File: src/rtl/m1_wt_gen_if.sv
// Message/schedule/round bus for the SHA-256 message-schedule generator.
// The master side is the generator; the slave side is the surrounding
// datapath (message source, 16-deep schedule register, compression rounds).
interface m1_wt_gen_if;
  // Message word stream W0..W15
  logic [31:0] m_data;
  logic        m_valid;
  logic        m_ready;

  // Taps from the external 16-deep schedule shift register
  logic [31:0] w14_t_2;
  logic [31:0] w9_t_7;
  logic [31:0] w1_t_15;
  logic [31:0] w0_t_16;

  // Schedule register write port
  logic [31:0] w_in;
  logic        wt_reg_en;

  // W_t stream to the compression rounds
  logic [31:0] wt_data;
  logic [5:0]  wt_idx;
  logic        wt_valid;
  logic        wt_ready;

  modport master (
    input  m_data, m_valid,
    output m_ready,
    input  w14_t_2, w9_t_7, w1_t_15, w0_t_16,
    output w_in, wt_reg_en,
    output wt_data, wt_idx, wt_valid,
    input  wt_ready
  );

  modport slave (
    output m_data, m_valid,
    input  m_ready,
    output w14_t_2, w9_t_7, w1_t_15, w0_t_16,
    input  w_in, wt_reg_en,
    input  wt_data, wt_idx, wt_valid,
    output wt_ready
  );
endinterface

File: src/rtl/m1_wt_gen.sv
// SHA-256 message-schedule generator and sequencer for the 1-core miner.
// Loads W0..W15 straight through from the message stream, then expands
// W16..W63 from the taps of an external 16-deep schedule shift register,
// handing every W_t to the compression rounds over valid/ready.
//
// Optional feature macro: M1_WT_RESTART_EN
//   defined   - a start pulse during LOAD/EXPAND aborts the block and
//               restarts loading at t=0 (no done pulse for the aborted block).
//   undefined - a start pulse during LOAD/EXPAND is ignored.
module m1_wt_gen #(
  parameter int ROUNDS     = 64,
  parameter int LOAD_WORDS = 16
) (
  input  logic clk_h,
  input  logic rst_n,
  input  logic start,
  output logic busy,
  output logic done,
  m1_wt_gen_if.master bus
);

  localparam logic [5:0] LAST_LOAD  = 6'(LOAD_WORDS - 1);
  localparam logic [5:0] LAST_ROUND = 6'(ROUNDS - 1);

  typedef enum logic [1:0] {
    IDLE   = 2'd0,
    LOAD   = 2'd1,
    EXPAND = 2'd2,
    DONE   = 2'd3
  } state_t;

  state_t      state;
  logic [5:0]  t;
  logic [31:0] w_next;
  logic [31:0] w_expand;
  logic        valid;
  logic        fire;
  logic        restart;

  // Small sigma functions of the SHA-256 message schedule
  function automatic logic [31:0] sigma0(input logic [31:0] x);
    return {x[6:0], x[31:7]} ^ {x[17:0], x[31:18]} ^ {3'b000, x[31:3]};
  endfunction

  function automatic logic [31:0] sigma1(input logic [31:0] x);
    return {x[16:0], x[31:17]} ^ {x[18:0], x[31:19]} ^ {10'b0, x[31:10]};
  endfunction

`ifdef M1_WT_RESTART_EN
  // Any start pulse seen while a block is running restarts the load.
  assign restart = start;
`else
  // Start pulses during a running block are dropped.
  assign restart = 1'b0;
`endif

  // Expanded word straight from the register taps; valid once the previous
  // shift has settled, i.e. the cycle after the last accepted word.
  assign w_expand = sigma1(bus.w14_t_2) + bus.w9_t_7
                  + sigma0(bus.w1_t_15) + bus.w0_t_16;

  // Per-state datapath select: pass-through in LOAD, expansion in EXPAND,
  // quiet zeros otherwise so nothing undefined leaves the block.
  always_comb begin
    // NOTE: every output gets a default first so no path can infer a latch.
    w_next      = '0;
    valid       = 1'b0;
    bus.m_ready = 1'b0;
    unique case (state)
      LOAD: begin
        w_next      = bus.m_data;
        valid       = bus.m_valid;
        bus.m_ready = bus.wt_ready;
      end
      EXPAND: begin
        w_next = w_expand;
        valid  = 1'b1;
      end
      default: begin
      end
    endcase
  end

  assign fire          = valid & bus.wt_ready;
  assign bus.w_in      = w_next;
  assign bus.wt_data   = w_next;
  assign bus.wt_valid  = valid;
  assign bus.wt_reg_en = fire;
  assign bus.wt_idx    = t;

  // Block sequencer: round counter, busy and the one-cycle done pulse.
  always_ff @(posedge clk_h or negedge rst_n) begin
    // NOTE: state is updated with non-blocking assignments only, so every
    // branch below reads the values from before this clock edge.
    if (!rst_n) begin
      state <= IDLE;
      t     <= '0;
      busy  <= 1'b0;
      done  <= 1'b0;
    end else begin
      done <= 1'b0;
      unique case (state)
        IDLE: begin
          if (start) begin
            state <= LOAD;
            t     <= '0;
            busy  <= 1'b1;
          end
        end

        LOAD: begin
          if (restart) begin
            // A same-cycle fire still shifts the register; the word is
            // simply overwritten by the reload.
            t <= '0;
          end else if (fire) begin
            t <= t + 6'd1;
            if (t == LAST_LOAD) begin
              state <= EXPAND;
            end
          end
        end

        EXPAND: begin
          if (restart) begin
            state <= LOAD;
            t     <= '0;
          end else if (fire) begin
            if (t == LAST_ROUND) begin
              // Counter parks at the last round; it is cleared on the way out.
              state <= DONE;
              busy  <= 1'b0;
              done  <= 1'b1;
            end else begin
              t <= t + 6'd1;
            end
          end
        end

        DONE: begin
          t <= '0;
          if (start) begin
            state <= LOAD;
            busy  <= 1'b1;
          end else begin
            state <= IDLE;
          end
        end
      endcase
    end
  end

endmodule

File: src/flat_wrapper.sv
// flat-port wrapper written by rule: the top's interface ports become plain ports
module m1_wt_gen_flat 
#(
  parameter int ROUNDS     = 64,
  parameter int LOAD_WORDS = 16
)
  (clk_h, rst_n, start, busy, done, bus_m_data, bus_m_valid, bus_m_ready, bus_w14_t_2, bus_w9_t_7, bus_w1_t_15, bus_w0_t_16, bus_w_in, bus_wt_reg_en, bus_wt_data, bus_wt_idx, bus_wt_valid, bus_wt_ready);
  m1_wt_gen_if bus_i ();
  input  logic clk_h;
  input  logic rst_n;
  input  logic start;
  output logic busy;
  output logic done;
  input wire logic [$bits(bus_i.m_data)-1:0] bus_m_data;
  input wire logic [$bits(bus_i.m_valid)-1:0] bus_m_valid;
  output wire logic [$bits(bus_i.m_ready)-1:0] bus_m_ready;
  input wire logic [$bits(bus_i.w14_t_2)-1:0] bus_w14_t_2;
  input wire logic [$bits(bus_i.w9_t_7)-1:0] bus_w9_t_7;
  input wire logic [$bits(bus_i.w1_t_15)-1:0] bus_w1_t_15;
  input wire logic [$bits(bus_i.w0_t_16)-1:0] bus_w0_t_16;
  output wire logic [$bits(bus_i.w_in)-1:0] bus_w_in;
  output wire logic [$bits(bus_i.wt_reg_en)-1:0] bus_wt_reg_en;
  output wire logic [$bits(bus_i.wt_data)-1:0] bus_wt_data;
  output wire logic [$bits(bus_i.wt_idx)-1:0] bus_wt_idx;
  output wire logic [$bits(bus_i.wt_valid)-1:0] bus_wt_valid;
  input wire logic [$bits(bus_i.wt_ready)-1:0] bus_wt_ready;
  assign bus_i.m_data = bus_m_data;
  assign bus_i.m_valid = bus_m_valid;
  assign bus_m_ready = bus_i.m_ready;
  assign bus_i.w14_t_2 = bus_w14_t_2;
  assign bus_i.w9_t_7 = bus_w9_t_7;
  assign bus_i.w1_t_15 = bus_w1_t_15;
  assign bus_i.w0_t_16 = bus_w0_t_16;
  assign bus_w_in = bus_i.w_in;
  assign bus_wt_reg_en = bus_i.wt_reg_en;
  assign bus_wt_data = bus_i.wt_data;
  assign bus_wt_idx = bus_i.wt_idx;
  assign bus_wt_valid = bus_i.wt_valid;
  assign bus_i.wt_ready = bus_wt_ready;
  m1_wt_gen #(.ROUNDS(ROUNDS), .LOAD_WORDS(LOAD_WORDS)) u_core (.clk_h(clk_h), .rst_n(rst_n), .start(start), .busy(busy), .done(done), .bus(bus_i));
endmodule
File: config.mk
export PLATFORM = sky130hd
export DESIGN_NAME = m1_wt_gen_flat
export DESIGN_NICKNAME = d
export VERILOG_FILES = /design/src/rtl/m1_wt_gen_if.sv /design/src/rtl/m1_wt_gen.sv /design/src/flat_wrapper.sv
export SDC_FILE = /design/constraint.sdc
export NUM_CORES = 1
export LEC_CHECK = 0
export ABC_AREA = 1
export ABC_CLOCK_PERIOD_IN_PS = 5900
export CAP_MARGIN = 20
export CORE_MARGIN = 4
export CORE_UTILIZATION = 30
export DETAILED_ROUTE_END_ITERATION = 10
export PLACE_DENSITY = 0.67
export SLEW_MARGIN = 20
export SYNTH_ARGS = -nofsm -noshare
export SYNTH_HDL_FRONTEND = slang
export SYNTH_SLANG_ARGS = --single-unit
File: constraint.sdc
create_clock -name clk_h -period 5.9 [get_ports clk_h]
set_input_delay 1.18 -clock clk_h [delete_from_list [all_inputs] [get_ports clk_h]]
set_output_delay 1.18 -clock clk_h [all_outputs]
set_load 0.01 [all_outputs]
==> metrics.yaml <==
final_layout:
  layout_commonest_cell: "inv_1"
  drive_gt1_share_pct: 34.3
  num-fill-cells: 2019
  nets: 1638
  final_core_util_pct: 52.5
  fin_area_sq_mm: 0.0111
  area_delta_synth_final_pct: 70.9
  layout_common_cells: "inv_1 (263), nand2_1 (208), buf_4 (133)"
clocking:
  htree_levels: 1
  cts_tree: "done"
  tritoncts.num_buffers: 3
  cts-root-buf: "clkbuf_16"
  clkLatencyLatePin_ns: 0.24
  clk_pin_slew_ns: 0.04
  cts_buffer_depth: 2
  cts_num_sinks: 10
  postCtsHoldBufs: 0
sta:
  drv_slew: 0
  relSlewSlack_pct: 38.5
  rsz0062_at_grt: "true"
  hold_viol: 0
  clock.fmax_mhz: 173
  setup_ws_ns: 0.118
  setup_viol: 0
  fin_crit_ns: 5.78
  finClkSkew_ns: 0.00251
  hold_ws_ns: 0.492
  finalCritPeriodShare_pct: 98.0
  setup_tns_ns: 0
  worst_pin_slew_ns: 0.921
floorplan:
  die_area_sq_mm: 0.0241
  die_x_microns: 155
  ios: 240
  fp.dieH_microns: 155
  rows: 53
  start_util_pct: 30.7
  core_sq_mm: 0.0212
power:
  p_sw_mw: 2.94
  p_leak_nw: 5.84
  switching_share_pct: 55.0
  comb_power_share_pct: 95.5
  p_int_mw: 2.41
  power_density_mw_per_mm2: 482
  power_frac_clock_pct: 2.5
  peakVddDrop_mv: 0.220
  power_frac_seq_pct: 2.0
critical_path:
  slowest_delay_ns: 0.52
  critPathArrivalTime_ns: 4.60
  path_buf_inv: 6
  crit_chain: "dlygate4sd2_1, xnor2_1, xnor2_1, fa_1, inv_1, fa_1, inv_1, ha_1, nand3_2, nand3_4, nand2_1, nand2_2, nand2_2, nand2_2, buf_4, o21ai_2, buf_4, a21oi_2, buf_2"
  startpoint_type: "input pin"
  cp_top_family: "adder cells"
  cp.required_ns: 4.72
  cp_max_fo: 4
  path_class: "in2out"
  crit_path_frequent_cell: "nand2_2"
  end_kind: "output pin"
  crit_slowest_cell: "fa_1"
route:
  drc: 0
  drtPass1Iterations: 5
  finalWirelength_mm: 25.3
  ant_nets: 0
  vias: 7298
  wl_per_cell_microns: 15.3
  viasPerCell: 4.43
  dr.first_iter.drc_count: 364
flow_run:
  maxCapViolations: 0
synthesis:
  synth_cell_types: 34
  synthCells: 1035
  async_reset_ff_share_pct: 100
  synthSimpleGateAreaFrac_pct: 24.5
  synth_edf_count: 0
  synth_fa_ha_area_share_pct: 26.2
  synth_area_sq_mm: 0.00649
  synth_compound_area_share_pct: 8.19
  synthMuxAreaShare_pct: 0
  yosys_warnings: 0
  synth_top_family_by_area: "adder cells"
  syn-num-nets: 1299
  yosysSeqAreaShare_pct: 3.85
  synth_seq_cells: 10
  synth_ff_type: "dfrtp_1"
  synth_xor_area_share_pct: 16.5
  syn_avg_cell_area_sq_um: 6.28
global_route:
  grt_max_degree: 38
  grt_use_total_pct: 19.8
  grt_remaining_overflow: 0
  antenna_found_initial: 2
  first_global_vias: 7672
  grt_pass1_wl_mm: 38.5
placed_design:
  portBuffers: 239
  place_ws_ns: -0.905
  place_congestion: 0.933
  dp_hpwl_mm: 21.5
  placed_cell_area_sq_mm: 0.00989
outcome:
  run_status: "finished, final reports clean"
hold_path:
  worstHoldPathType: "reg2reg"
==> metal layers <==
layer | GRT usage, % | share of wire [%] | vias to the layer above
met1 | 24.7 | 42 | 3292
met5 | 0 | 0.051 | -
met2 | 35.4 | 48 | 265
met4 | 4.84 | 3.2 | 2
met3 | 3.62 | 6.5 | 45
li1 | - | - | 3694
==> through the flow <==
| step | instances | power, mW |
|---|---|---|
| floorplan | 1035 | 2.55 |
| global placement | 1632 | 4.20 |
| detailed placement | 1632 | 4.26 |
| CTS | 1644 | 4.75 |
| global route | 1649 | 5.88 |
| finish | 1649 | 5.35 |
==> cells by family after synthesis <==
family / count (synthesis)
and+or+nand+nor: 378
xor gates and xnor gates: 122
buffers and inverters: 326
adders and majority gates: 99
DFF: 10
AOI/OAI and AO/OA: 100
==> synth_stat cells (3+ instances only) <==
cell type  instances  area, sq um
ha_1              37          463
clkbuf_1           6         22.5
nor3_1             8         40.0
xnor2_1           77          674
nand3_1           43          215
buf_4             32          240
xor2_1            45          394
nor2_2             3         18.8
nand3_2            3         30.0
nand2_2            7         43.8
o21ai_0           25          125
fa_1              62         1240
a21oi_1           65          325
dfrtp_1           10          250
buf_2              3         15.0
inv_2              3         11.3
nor2_1            42          158
nand4_1            9         56.3
inv_1            281         1050
nand2_1          255          957
==> sequential cells by signal, summed over array words and instances, names as in the netlist <==
name	flops
u_core.state	2
u_core.done	1
u_core.bus.wt_idx	6
u_core.busy	1
==> cell type report <==
cell class / count / area (sq um) / share of cell area, %
Timing Repair Buffer: 376 / 3080 / 27.8
Tap cell: 275 / 344 / 3.10
Clock buffer: 4 / 88.8 / 0.800
Inverter: 284 / 1070 / 9.61
Multi-Input combinational cell: 699 / 6260 / 56.4
Sequential cell: 10 / 250 / 2.25
Antenna cell: 1 / 2.50 / 0.0225
==> worst paths after layout <==
path / slack, ns / cells past startpoint / start / to
setup / recovery: 0.12 / 19 / bus_w14_t_2[19] / bus_wt_data[16]
hold / removal: 0.49 / 2 / u_core.busy$_DFFE_PN0P_ / u_core.busy$_DFFE_PN0P_
setup reg to reg: 3.32 / 12 / u_core.state[0]$_DFFE_PN0P_ / u_core.bus.wt_idx[5]$_DFFE_PN0P_
hold reg to reg: 0.49 / 2 / u_core.busy$_DFFE_PN0P_ / u_core.busy$_DFFE_PN0P_
max in group asynchronous: 4.32 / 1 / rst_n / u_core.state[0]$_DFFE_PN0P_
min in group asynchronous: 1.27 / 1 / rst_n / u_core.bus.wt_idx[5]$_DFFE_PN0P_
==> power by group through the flow <==
stage	clock (mW)	combinational [mW]	sequential, mW
after floorplan	0	2.44	0.110
after CTS	0.135	4.51	0.107
after global placement	0	4.09	0.107
final	0.133	5.11	0.107
after global routing	0.140	5.63	0.110
after detailed placement	0	4.15	0.108
==> worst min-delay path: cells and delay by family, from the launching register on <==
kind             cells  cell delay, ns
flip-flops           1            0.34
AND/OR/NAND/NOR      1            0.05
AO/OA/AOI/OAI        1            0.06
==> what timing repair did <==
action	4_1_cts	5_1_grt
gates resized for setup	381	225
setup endpoints to repair	60	56
setup buffers	8	5
gates cloned	0	0
pin swaps	53	88
(Power assumes the default switching activity.)
